<file path="src/rtl/mem_arbiter_if.sv">
// Bus bundle between the fetch/MEM requesters, the arbiter and the single-port memory.
// The slave modport is the arbiter's view. The master modport is the requesters' and memory's view.
interface mem_arbiter_if #(
  parameter int ADDR_W = 32,
  parameter int DATA_W = 32
) ();
  logic                  i_req;
  logic [ADDR_W-1:0]     i_addr;
  logic                  i_ready;
  logic [DATA_W-1:0]     i_rdata;

  logic                  d_req;
  logic                  d_we;
  logic [ADDR_W-1:0]     d_addr;
  logic [DATA_W-1:0]     d_wdata;
  logic [DATA_W/8-1:0]   d_be;
  logic                  d_ready;
  logic [DATA_W-1:0]     d_rdata;

  logic                  mem_req;
  logic                  mem_we;
  logic [ADDR_W-1:0]     mem_addr;
  logic [DATA_W-1:0]     mem_wdata;
  logic [DATA_W/8-1:0]   mem_be;
  logic                  mem_gnt;
  logic                  mem_rvalid;
  logic [DATA_W-1:0]     mem_rdata;

  modport slave (
    input  i_req, i_addr, d_req, d_we, d_addr, d_wdata, d_be,
           mem_gnt, mem_rvalid, mem_rdata,
    output i_ready, i_rdata, d_ready, d_rdata,
           mem_req, mem_we, mem_addr, mem_wdata, mem_be
  );

  modport master (
    output i_req, i_addr, d_req, d_we, d_addr, d_wdata, d_be,
           mem_gnt, mem_rvalid, mem_rdata,
    input  i_ready, i_rdata, d_ready, d_rdata,
           mem_req, mem_we, mem_addr, mem_wdata, mem_be
  );
endinterface

</file>
<file path="src/rtl/mem_arbiter.sv">
// Instruction/data arbiter onto one single-port memory, one transaction outstanding at a time.
// Data requests win by default. A streak counter bounds how long a waiting fetch can be starved.
//
//   state | meaning
//   IDLE  | no transaction; pick a winner and latch its request fields
//   REQ   | mem_req driven from latched fields until mem_gnt
//   WAIT  | granted; the response on mem_rvalid pulses the owner's ready
module mem_arbiter #(
  parameter int ADDR_W       = 32,
  parameter int DATA_W       = 32,
  parameter int MAX_D_STREAK = 4
) (
  input  logic          clk,
  input  logic          rstn,
  mem_arbiter_if.slave  bus,
  output logic          if_stall,
  output logic          mem_stall,
  output logic          err_spurious
);

  localparam int         BE_W       = DATA_W / 8;
  localparam logic [3:0] STREAK_MAX = 4'(MAX_D_STREAK);

  typedef enum logic [1:0] {
    ST_IDLE = 2'd0,
    ST_REQ  = 2'd1,
    ST_WAIT = 2'd2
  } state_t;

  state_t              state_q, state_d;
  logic                own_d_q, own_d_d;
  logic [ADDR_W-1:0]   addr_q, addr_d;
  logic                we_q, we_d;
  logic [DATA_W-1:0]   wdata_q, wdata_d;
  logic [BE_W-1:0]     be_q, be_d;
  logic [3:0]          streak_q, streak_d;
  logic                err_q, err_d;
  logic                pick_i;

  always_ff @(posedge clk or negedge rstn) begin
    if (!rstn) begin
      state_q  <= ST_IDLE;
      own_d_q  <= 1'b0;
      addr_q   <= '0;
      we_q     <= 1'b0;
      wdata_q  <= '0;
      be_q     <= '0;
      streak_q <= '0;
      err_q    <= 1'b0;
    end else begin
      state_q  <= state_d;
      own_d_q  <= own_d_d;
      addr_q   <= addr_d;
      we_q     <= we_d;
      wdata_q  <= wdata_d;
      be_q     <= be_d;
      streak_q <= streak_d;
      err_q    <= err_d;
    end
  end

  // Fetch wins only when it is alone or the data streak has hit its limit.
  assign pick_i = bus.i_req & (~bus.d_req | (streak_q == STREAK_MAX));

  always_comb begin
    state_d  = state_q;
    own_d_d  = own_d_q;
    addr_d   = addr_q;
    we_d     = we_q;
    wdata_d  = wdata_q;
    be_d     = be_q;
    streak_d = streak_q;
    // Any response outside WAIT is spurious. This includes one arriving alongside mem_gnt in REQ.
    err_d    = err_q | (bus.mem_rvalid & (state_q != ST_WAIT));
    case (state_q)
      ST_IDLE: begin
        if (bus.i_req | bus.d_req) begin
          state_d = ST_REQ;
          if (pick_i) begin
            own_d_d  = 1'b0;
            addr_d   = bus.i_addr;
            we_d     = 1'b0;
            wdata_d  = '0;
            be_d     = '1;
            streak_d = '0;
          end else begin
            own_d_d  = 1'b1;
            addr_d   = bus.d_addr;
            we_d     = bus.d_we;
            wdata_d  = bus.d_wdata;
            be_d     = bus.d_be;
            if (!bus.i_req)
              streak_d = '0;
            else if (streak_q < STREAK_MAX)
              streak_d = streak_q + 4'd1;
          end
        end
      end
      ST_REQ: begin
        if (bus.mem_gnt)
          state_d = ST_WAIT;
      end
      ST_WAIT: begin
        if (bus.mem_rvalid)
          state_d = ST_IDLE;
      end
      default: state_d = ST_IDLE;
    endcase
  end

  always_comb begin
    bus.mem_req   = (state_q == ST_REQ);
    bus.mem_we    = we_q;
    bus.mem_addr  = addr_q;
    bus.mem_wdata = wdata_q;
    bus.mem_be    = be_q;
    bus.i_rdata   = bus.mem_rdata;
    bus.d_rdata   = bus.mem_rdata;
    bus.i_ready   = 1'b0;
    bus.d_ready   = 1'b0;
    if (state_q == ST_WAIT && bus.mem_rvalid) begin
      bus.i_ready = ~own_d_q;
      bus.d_ready = own_d_q;
    end
    if_stall     = bus.i_req & ~bus.i_ready;
    mem_stall    = bus.d_req & ~bus.d_ready;
    err_spurious = err_q;
  end

endmodule

</file>
<file path="src/flat_wrapper.sv">
// flat-port wrapper written by rule: the top's interface ports become plain ports
module mem_arbiter_flat 
#(
  parameter int ADDR_W       = 32,
  parameter int DATA_W       = 32,
  parameter int MAX_D_STREAK = 4
)
  (clk, rstn, if_stall, mem_stall, err_spurious, bus_i_req, bus_i_addr, bus_d_req, bus_d_we, bus_d_addr, bus_d_wdata, bus_d_be, bus_mem_gnt, bus_mem_rvalid, bus_mem_rdata, bus_i_ready, bus_i_rdata, bus_d_ready, bus_d_rdata, bus_mem_req, bus_mem_we, bus_mem_addr, bus_mem_wdata, bus_mem_be);
  mem_arbiter_if #(.ADDR_W(ADDR_W), .DATA_W(DATA_W)) bus_i ();
  input  logic clk;
  input  logic rstn;
  output logic if_stall;
  output logic mem_stall;
  output logic err_spurious;
  input wire logic [$bits(bus_i.i_req)-1:0] bus_i_req;
  input wire logic [$bits(bus_i.i_addr)-1:0] bus_i_addr;
  input wire logic [$bits(bus_i.d_req)-1:0] bus_d_req;
  input wire logic [$bits(bus_i.d_we)-1:0] bus_d_we;
  input wire logic [$bits(bus_i.d_addr)-1:0] bus_d_addr;
  input wire logic [$bits(bus_i.d_wdata)-1:0] bus_d_wdata;
  input wire logic [$bits(bus_i.d_be)-1:0] bus_d_be;
  input wire logic [$bits(bus_i.mem_gnt)-1:0] bus_mem_gnt;
  input wire logic [$bits(bus_i.mem_rvalid)-1:0] bus_mem_rvalid;
  input wire logic [$bits(bus_i.mem_rdata)-1:0] bus_mem_rdata;
  output wire logic [$bits(bus_i.i_ready)-1:0] bus_i_ready;
  output wire logic [$bits(bus_i.i_rdata)-1:0] bus_i_rdata;
  output wire logic [$bits(bus_i.d_ready)-1:0] bus_d_ready;
  output wire logic [$bits(bus_i.d_rdata)-1:0] bus_d_rdata;
  output wire logic [$bits(bus_i.mem_req)-1:0] bus_mem_req;
  output wire logic [$bits(bus_i.mem_we)-1:0] bus_mem_we;
  output wire logic [$bits(bus_i.mem_addr)-1:0] bus_mem_addr;
  output wire logic [$bits(bus_i.mem_wdata)-1:0] bus_mem_wdata;
  output wire logic [$bits(bus_i.mem_be)-1:0] bus_mem_be;
  assign bus_i.i_req = bus_i_req;
  assign bus_i.i_addr = bus_i_addr;
  assign bus_i.d_req = bus_d_req;
  assign bus_i.d_we = bus_d_we;
  assign bus_i.d_addr = bus_d_addr;
  assign bus_i.d_wdata = bus_d_wdata;
  assign bus_i.d_be = bus_d_be;
  assign bus_i.mem_gnt = bus_mem_gnt;
  assign bus_i.mem_rvalid = bus_mem_rvalid;
  assign bus_i.mem_rdata = bus_mem_rdata;
  assign bus_i_ready = bus_i.i_ready;
  assign bus_i_rdata = bus_i.i_rdata;
  assign bus_d_ready = bus_i.d_ready;
  assign bus_d_rdata = bus_i.d_rdata;
  assign bus_mem_req = bus_i.mem_req;
  assign bus_mem_we = bus_i.mem_we;
  assign bus_mem_addr = bus_i.mem_addr;
  assign bus_mem_wdata = bus_i.mem_wdata;
  assign bus_mem_be = bus_i.mem_be;
  mem_arbiter #(.ADDR_W(ADDR_W), .DATA_W(DATA_W), .MAX_D_STREAK(MAX_D_STREAK)) u_core (.clk(clk), .rstn(rstn), .bus(bus_i), .if_stall(if_stall), .mem_stall(mem_stall), .err_spurious(err_spurious));
endmodule
</file>
<file path="config.mk">
export PLATFORM = sky130hd
export DESIGN_NAME = mem_arbiter_flat
export DESIGN_NICKNAME = d
export VERILOG_FILES = /design/src/rtl/mem_arbiter_if.sv /design/src/rtl/mem_arbiter.sv /design/src/flat_wrapper.sv
export SDC_FILE = /design/constraint.sdc
export NUM_CORES = 1
export LEC_CHECK = 0
export CAP_MARGIN = 5
export CORE_MARGIN = 4
export CORE_UTILIZATION = 31
export DETAILED_ROUTE_END_ITERATION = 10
export PLACE_DENSITY_LB_ADDON = 0.3
export SLEW_MARGIN = 0
export SYNTH_ARGS = -nofsm -noshare
export SYNTH_HDL_FRONTEND = slang
export SYNTH_SLANG_ARGS = --single-unit
export TNS_END_PERCENT = 1
</file>
<file path="constraint.sdc">
create_clock -name clk -period 1.49 [get_ports clk]
set_input_delay 0.298 -clock clk [delete_from_list [all_inputs] [get_ports clk]]
set_output_delay 0.298 -clock clk [all_outputs]
set_load 0.01 [all_outputs]
</file>
# Word level (Yosys, flattened, before mapping)
# Cells that the tools add are included.
[word_totals]
ff_bits = 77
input_bits = 139
out_inout_bits = 139
word_cells = 48
[op_classes]
add_sub_neg = 1
order_cmp = 1
eq_ne = 8
n_mux = 14
n_bitwise = 11
n_reduce_logical = 5
[op_table]
columns = ["op", "n"]
rows = [
  ["2-to-1 mux 32 bit", 2],
  ["2-to-1 mux 4 bit", 4],
  ["2-to-1 mux 2 bit", 3],
  ["inequality test 2 bit, second input constant", 3],
  ["case mux 2 bit (3 select lines)", 1],
  ["AND reduction 3 bit", 2],
  ["adder 4 x 1 -> 4 bit, second input constant", 1],
  ["bitwise AND 1 bit", 4],
  ["== test 4 x 3 -> 1 bit, second input constant", 1],
  ["less-than comparator 4 x 3 -> 1 bit, second input constant", 1],
  ["2-to-1 mux 1 bit", 4],
  ["NOT 1 bit", 4],
  ["inequality test 3 x 1 -> 1 bit, second input constant", 1],
  ["bitwise OR 1 bit", 3],
  ["== test 2 x 1 -> 1 bit, second input constant", 1],
  ["== test 2 bit, second input constant", 1],
  ["zero test 2 bit", 1],
  ["inequality test 2 x 1 -> 1 bit, second input constant", 1],
  ["AND reduction 2 bit", 1],
  ["logical AND 1 bit", 1],
]

# Longest topological paths before layout
# Gate-level depths: netlist of the first run.
[depth]
word_depth = 5
ltp_mapped = 8
mapped_depth_nobuf = 6

# Least setup slack after synthesis of the first run
# No wires, ideal clock.
[synth_timing]
path_type = "register to register"
startpoint = "register u_core.streak_q[0]"
endpoint = "register u_core.addr_q[10], in the netlist u_core.bus.mem_addr[10]"
setup_ns = 0.122
arrival_time_ns = 1.386
t_required_ns = 1.368
path_slack_ns = -0.018
stages_incl_launch_ff = 9
path_buffers = 2
period_less_slack_ns = 1.508
path_cell_list = "dfrtp_1 inv_1 ha_1 and3b_1 o21a_1 buf_6 buf_6 a21oi_1 a21oi_1"
[synth_via]
elab_chain_cells = 4
[synth_rtl]
columns = ["item", "line_no", "text"]
rows = [
  ["start: declaration", "mem_arbiter.sv:36", "logic [3:0] streak_q, streak_d;"],
  ["start signal: assignment", "mem_arbiter.sv:57", "streak_q <= streak_d;"],
  ["== test 4 x 3 -> 1 bit", "mem_arbiter.sv:63", "assign pick_i = bus.i_req & (~bus.d_req | (streak_q == STREAK_MAX));"],
  ["bitwise OR 1 bit", "mem_arbiter.sv:63", ""],
  ["bitwise AND 1 bit", "mem_arbiter.sv:63", ""],
  ["2-to-1 mux 32 bit", "mem_arbiter.sv:79", "if (pick_i) begin"],
  ["end signal: assignment", "mem_arbiter.sv:53", "addr_q <= addr_d;"],
  ["end: declaration", "mem_arbiter.sv:32", "logic [ADDR_W-1:0] addr_q, addr_d;"],
]
# No other way between the ends.
# A chain may end at the register's enable or synchronous reset.

# Worst setup path after layout of the first run
[layout_timing]
startpoint = "register u_core.streak_q[0]"
endpoint = "register u_core.addr_q[31], in the netlist u_core.bus.mem_addr[31]"
# The elaborated chain is that of the path after synthesis.

==> results of run 1 <==
area by class of cell:
cell class	instances	area (sq um)
fill	1159	5930
timing repair buffer	217	2130
sequential	77	1930
multi-input combinational	270	1510
clock buffer	12	246
tap	168	210
clock inverter	4	95.1
inverter	5	18.8
power groups by stage:
stage               clock [mW]  combinational, mW  sequential, mW
floorplan                    0               2.04            3.98
global placement             0               5.37            3.55
detailed placement           0               5.49            3.60
CTS                       2.59               4.96            3.55
global route              2.69               5.80            3.64
finish                    2.52               5.28            3.54
placed cells by master, fill, tap and decap left out, drive strengths merged, types with 2 or more instances in the layout:
master / instances
nor2: 36
nand2: 109
bufinv: 3
a21oi: 65
a22o: 2
ha: 2
inv: 5
dfrtp: 77
clkbuf: 14
nor2b: 2
o21ai: 10
nand2b: 2
o21a: 2
nand3: 33
buf: 39
clkdlybuf4s50: 105
dlygate4sd2: 70
timing repair:
item                                    in CTS  in global routing
pin swaps                                    0                 38
hold endpoints to repair                    44                  0
endpoints found under the setup margin     138                 76
hold buffers                                 1                  0
cloned                                       0                  3
resized for setup                          102                 56
setup buffers                                0                  2
state kept, by name, indices dropped and copies added (netlist names):
| name | flops |
|---|---|
| u_core.bus.mem_addr | 32 |
| u_core.streak_q | 4 |
| u_core.own_d_q | 1 |
| u_core.bus.mem_wdata | 32 |
| u_core.state_q | 2 |
| u_core.bus.mem_be | 4 |
| u_core.bus.mem_we | 1 |
| u_core.err_spurious | 1 |
per-layer routing:
layer / GRT usage (%) / vias to the layer above / routed length, um
li1: - / 1652 / -
met3: 5.41 / 34 / 1000
met2: 27.0 / 146 / 5940
met4: 6.88 / 0 / 281
met5: 0 / - / 0
met1: 17.4 / 1629 / 4680
stage by stage:
stage / instances / power (mW) / hold slack, ns
6_report: 753 / 11.3 / 0.458
2_1_floorplan: 442 / 6.02 / 0.00241
3_5_place_dp: 731 / 9.09 / 0.290
3_3_place_gp: 731 / 8.92 / 0.284
4_1_cts: 748 / 11.1 / 0.465
5_1_grt: 753 / 12.1 / 0.483
cells by family after synthesis:
family | count (synthesis) | synth area share, %
flip-flops | 77 | 50.4
buffers and inverters | 95 | 17.5
adder cells (fa/ha/maj) | 2 | 0.655
AO/OA/AOI/OAI | 82 | 11.4
AND/OR/NAND/NOR | 185 | 19.8
multiplexers | 1 | 0.295
critical path, stage by stage (launching register included):
cell	delay [ns]
dfrtp_1	0.35
inv_1	0.05
ha_2	0.17
and3b_2	0.23
o21a_4	0.27
clkbuf_16	0.20
a21oi_2	0.14
a21oi_2	0.06
path summary, 6_finish.rpt:
| check | from | to | cells after the start |
|---|---|---|---|
| worst max-delay path | u_core.streak_q[0] | u_core.bus.mem_addr[31] | 7 |
| worst min-delay path | u_core.bus.mem_wdata[0] | u_core.bus.mem_wdata[0] | 2 |
| worst max register to register | u_core.streak_q[0] | u_core.bus.mem_addr[31] | 7 |
| worst min register to register | u_core.bus.mem_wdata[0] | u_core.bus.mem_wdata[0] | 2 |
| max in group asynchronous | rstn | u_core.bus.mem_addr[11] | 3 |
| min in group asynchronous | rstn | u_core.bus.mem_be[2] | 3 |
==> flow_summary.yaml, run 1 <==
place:
  dp_hpwl_um: 8330
  preCtsSetupSlack_ns: -0.428
  post_dp_cell_area_sq_um: 5540
  gp_congestion: 0.740
  io_buffers: 181
logic_synthesis:
  ys.flop_type: "dfrtp_1"
  yosysSeqAreaShare_pct: 50.4
  syn-cell-area_sq_um: 3820
  synth_area_leader_cell: "dfrtp_1"
  synth_edf_count: 0
  syn_area_per_cell_sq_um: 8.65
  synthArstFlopShare_pct: 100
  synth_area_leaders: "dfrtp_1 50%, buf_4 13%, nand2_1 11%, a21oi_1 8.5%, nand3_1 4.3%"
  synth_fp_nets: 583
  synthCells: 442
  netlist_top_cells_count: "109 x nand2_1, 77 x dfrtp_1, 68 x buf_4, 65 x a21oi_1, 36 x nor2_1"
  synth_warnings: 0
  synth_top_area_share_pct: 50.4
  yosysMostFrequentCell: "nand2_1"
  synth_seq_cells: 77
  yosysUniqueCellTypes: 25
pwr:
  pwr-share-comb_pct: 46.6
  p_clk_share_pct: 22.2
  leakagePower_nw: 2.85
  power_switching_mw: 4.08
  p_per_area_nw_per_um2: 1850
  max-vdd-ir-drop_uv: 667
  pwr-share-seq_pct: 31.2
  switching_share_pct: 36.0
  intPower_mw: 7.26
timing:
  finalCriticalPeriod_ns: 1.58
  fin_skew_ns: 0.00485
  fmax_ghz: 0.632
  fin_ws_ns: -0.0915
  grt_setup_unrepaired: "yes"
  tightest_slew_ns: 0.445
  hold_viol_final: 0
  post-route-period-util_pct: 106
  final_max_slew_viol_count: 0
  slew-limit-headroom_pct: 70.3
  setup-tns-final_ns: -2.62
  setup_violations: 38
clock_tree:
  clockBufferDepth: 2
  cts_root_buf: "clkbuf_16"
  cts_tree: "yes"
  cts.clk_slew.worst_paths_ns: 0.06
  cts_max_level: 3
  cts.sinks: 77
  cts_buffers: 9
  insertion_delay_ns: 0.33
worst_setup_path:
  crit_required_ns: 1.71
  worst-path-max-fanout: 8
  cp.arrival_ns: 1.80
  regToRegSetupSlack_ns: -0.09
  criticalPathCategory: "flip-flop to flip-flop"
  cp-start-kind: "flip-flop"
  critPathCaptureType: "flip-flop"
floorplan:
  chipHeight_um: 119
  initial_core_util_pct: 31.7
  ios: 278
  die_w_um: 119
  die_area_sq_um: 14200
  row_count: 40
  core_area_sq_um: 12100
run_status:
  violations: "setup timing"
  status: "complete, but fails checks"
flow_run:
  max-cap-violations: 0
cells_and_area:
  layout-drive-gt1-share_pct: 18.6
  nets: 721
  final_area_sq_um: 6130
  final_core_util_pct: 50.9
  num_antenna_cells: 0
  syn_to_final_growth_pct: 60.5
hold_path:
  hold_path.class: "flip-flop to flip-flop"
drt:
  wl_per_cell_um: 15.8
  drc: 0
  drtIter0Drc: 126
  drt_pass1_iterations: 4
  vias: 3461
  viasPerCell: 4.60
  ant_nets: 0
  wirelength_um: 11900
global_route:
  grt_pass1_vias: 3618
  grt_pass1_wl_um: 18000
  grt_max_degree: 45
  grt_usage_pct: 15.6
  antenna_found_initial: 0
  grt_overflow_total: 0
No activity file was read; power rests on OpenSTA's default activity.
==> inputs of run 2 (changes only) <==
--- a/config.mk
+++ b/config.mk
@@ -9,6 +9,7 @@
 export CORE_MARGIN = 4
 export CORE_UTILIZATION = 31
 export DETAILED_ROUTE_END_ITERATION = 10
+export GPL_TIMING_DRIVEN = 1
 export PLACE_DENSITY_LB_ADDON = 0.3
 export SLEW_MARGIN = 0
 export SYNTH_ARGS = -nofsm -noshare
==> constraint.sdc (replaced) <==
create_clock -name clk -period 1.3 [get_ports clk]
set_input_delay 0.26 -clock clk [delete_from_list [all_inputs] [get_ports clk]]
set_output_delay 0.26 -clock clk [all_outputs]
set_load 0.01 [all_outputs]
==> flow_summary.yaml, run 2 (synthesis gave the netlist of run 1 again) <==
clock_tree:
  cts.clk_slew.worst_paths_ns: 0.06
  cts_max_level: 3
  cts_tree: "yes"
  insertion_delay_ns: 0.33
  cts_root_buf: "clkbuf_16"
  cts_buffers: 9
  clockBufferDepth: 2
  cts.sinks: 77
floorplan:
  chipHeight_um: 119
  ios: 278
  row_count: 40
  die_area_sq_um: 14200
  die_w_um: 119
  initial_core_util_pct: 31.7
  core_area_sq_um: 12100
drt:
  viasPerCell: 4.61
  drt_pass1_iterations: 4
  drc: 0
  ant_nets: 0
  drtIter0Drc: 120
  vias: 3484
  wl_per_cell_um: 16.5
  wirelength_um: 12500
pwr:
  total_power_mw: 13.0
  max-vdd-ir-drop_uv: 1000
  p_per_area_nw_per_um2: 2080
  leakagePower_nw: 2.90
global_route:
  grt_pass1_wl_um: 18100
  grt_max_degree: 51
  grt_usage_pct: 15.8
  grt_pass1_vias: 3726
  grt_overflow_total: 0
  antenna_found_initial: 0
cells_and_area:
  fillers: 1111
  nets: 724
  layout_commonest_cell: "clkdlybuf4s50_1"
  num_antenna_cells: 0
  seqCellArea_sq_um: 1930
  multi_input_area_sq_um: 1530
  syn_to_final_growth_pct: 64.5
  most-common-layout-cells: "105 x clkdlybuf4s50_1, 104 x nand2_1, 77 x dfrtp_1, 56 x dlygate4sd2_1, 44 x a21oi_2"
  layout-drive-gt1-share_pct: 21.8
worst_setup_path:
  reg2reg_from: "u_core.streak_q[1]"
  worst-path-max-fanout: 6
  critPathCaptureType: "flip-flop"
  cp.arrival_ns: 1.85
  slowest_stage: "dfrtp_1"
  cp-start-kind: "flip-flop"
  r2r-end: "u_core.bus.mem_addr[11]"
  crit_end: "u_core.bus.mem_addr[11]"
  crit_required_ns: 1.56
  crit_chain: "inv_1 -> ha_2 -> and3b_2 -> o21ai_4 -> buf_6 -> clkbuf_16 -> nand2_1 -> a21oi_2"
  criticalPathCategory: "flip-flop to flip-flop"
  slowest_delay_ns: 0.34
  reg2reg_depth: 8
  crit_start: "u_core.streak_q[1]"
  regToRegSetupSlack_ns: -0.29
timing:
  setup_violations: 78
  fin_ws_ns: -0.294
  grt_setup_unrepaired: "yes"
  fin_skew_ns: 0.00960
  fmax_ghz: 0.627
  final_max_slew_viol_count: 0
  setup-tns-final_ns: -16.86
  hold_viol_final: 0
  finalCriticalPeriod_ns: 1.59
  slew-limit-headroom_pct: 77.2
  post-route-period-util_pct: 123
  tightest_slew_ns: 0.343
run_status:
  status: "complete, but fails checks"
  violations: "setup timing"
place:
  gp_congestion: 0.757
  io_buffers: 181
  dp_hpwl_um: 8440
hold_path:
  hold_path.class: "input port to async pin"
flow_run:
  max-cap-violations: 0
[run 2: cell count changes in the layout (fill, tap and decap cells not counted), sizes merged]
cell,delta
bufinv,-1
clkdlybuf4s15,+14
clkinvlp,+1
dlygate4sd2,-14
clkinv,-1
buf,+2
clkbuf,+1
[run 2: per-layer routing]
| layer | global-route usage, % | part of all wire, % | wire length (um) | vias to the layer above |
|---|---|---|---|---|
| met5 | 0 | 0 | 0 | - |
| met4 | 6.52 | 2.4 | 303 | 0 |
| met3 | 7.69 | 10 | 1280 | 35 |
| met2 | 25.9 | 48 | 5990 | 142 |
| met1 | 17.6 | 39 | 4890 | 1654 |
| li1 | - | - | - | 1653 |
[run 2: report_power, final]
group          internal (mW)  switching (mW)  total, mW
combinational           2.98            3.22       6.20
clock                   1.83           0.950       2.78
sequential              3.50           0.569       4.07
total                   8.31            4.74       13.0
[run 2: worst min-delay path by stage]
stage	from	cells past startpoint	endpoint	slack (ns)
floorplan	rstn	0	u_core.bus.mem_addr[0]	-0.04
global placement	rstn	1	u_core.bus.mem_wdata[8]	0.19
detailed placement	rstn	1	u_core.bus.mem_wdata[8]	0.19
CTS	rstn	2	u_core.bus.mem_wdata[8]	0.38
global route	rstn	2	u_core.bus.mem_wdata[31]	0.40
finish	rstn	2	u_core.bus.mem_wdata[8]	0.39
[run 2: stage by stage]
stage	std cells	hold slack, ns	utilization, %	area [sq um]	worst slack [ns]
6_report	755	0.389	52.1	6290	-0.294
5_1_grt	755	0.403	52.1	6290	-0.351
4_1_cts	746	0.385	49.7	6000	-0.270
3_5_place_dp	729	0.190	46.6	5620	-0.694
3_3_place_gp	729	0.188	46.6	5620	-0.675
2_1_floorplan	442	-0.0356	-	3930	-0.165
[run 2: cell type report]
| cell class | instances | area share, % |
|---|---|---|
| clock inverter | 3 | 1.07 |
| inverter | 5 | 0.299 |
| tap | 168 | 3.34 |
| sequential | 77 | 30.7 |
| timing repair buffer | 220 | 36.1 |
| multi-input combinational | 270 | 24.3 |
| clock buffer | 12 | 4.24 |
[run 2: repair_timing]
item / CTS / global route
resized for setup: 123 / 44
hold buffers: 1 / 0
pin swaps: 15 / 42
setup endpoints to repair: 149 / 91
cloned: 1 / 6
hold endpoints to repair: 21 / 0
buffers inserted: 0 / 3
[run 2: worst max-delay path: cells and delay by family (launching register included)]
family	cells	cell delay [ns]
and+or+nand+nor	2	0.30
adders and majority gates	1	0.17
AOI/OAI and AO/OA	2	0.34
buffers and inverters	3	0.37
DFF	1	0.34
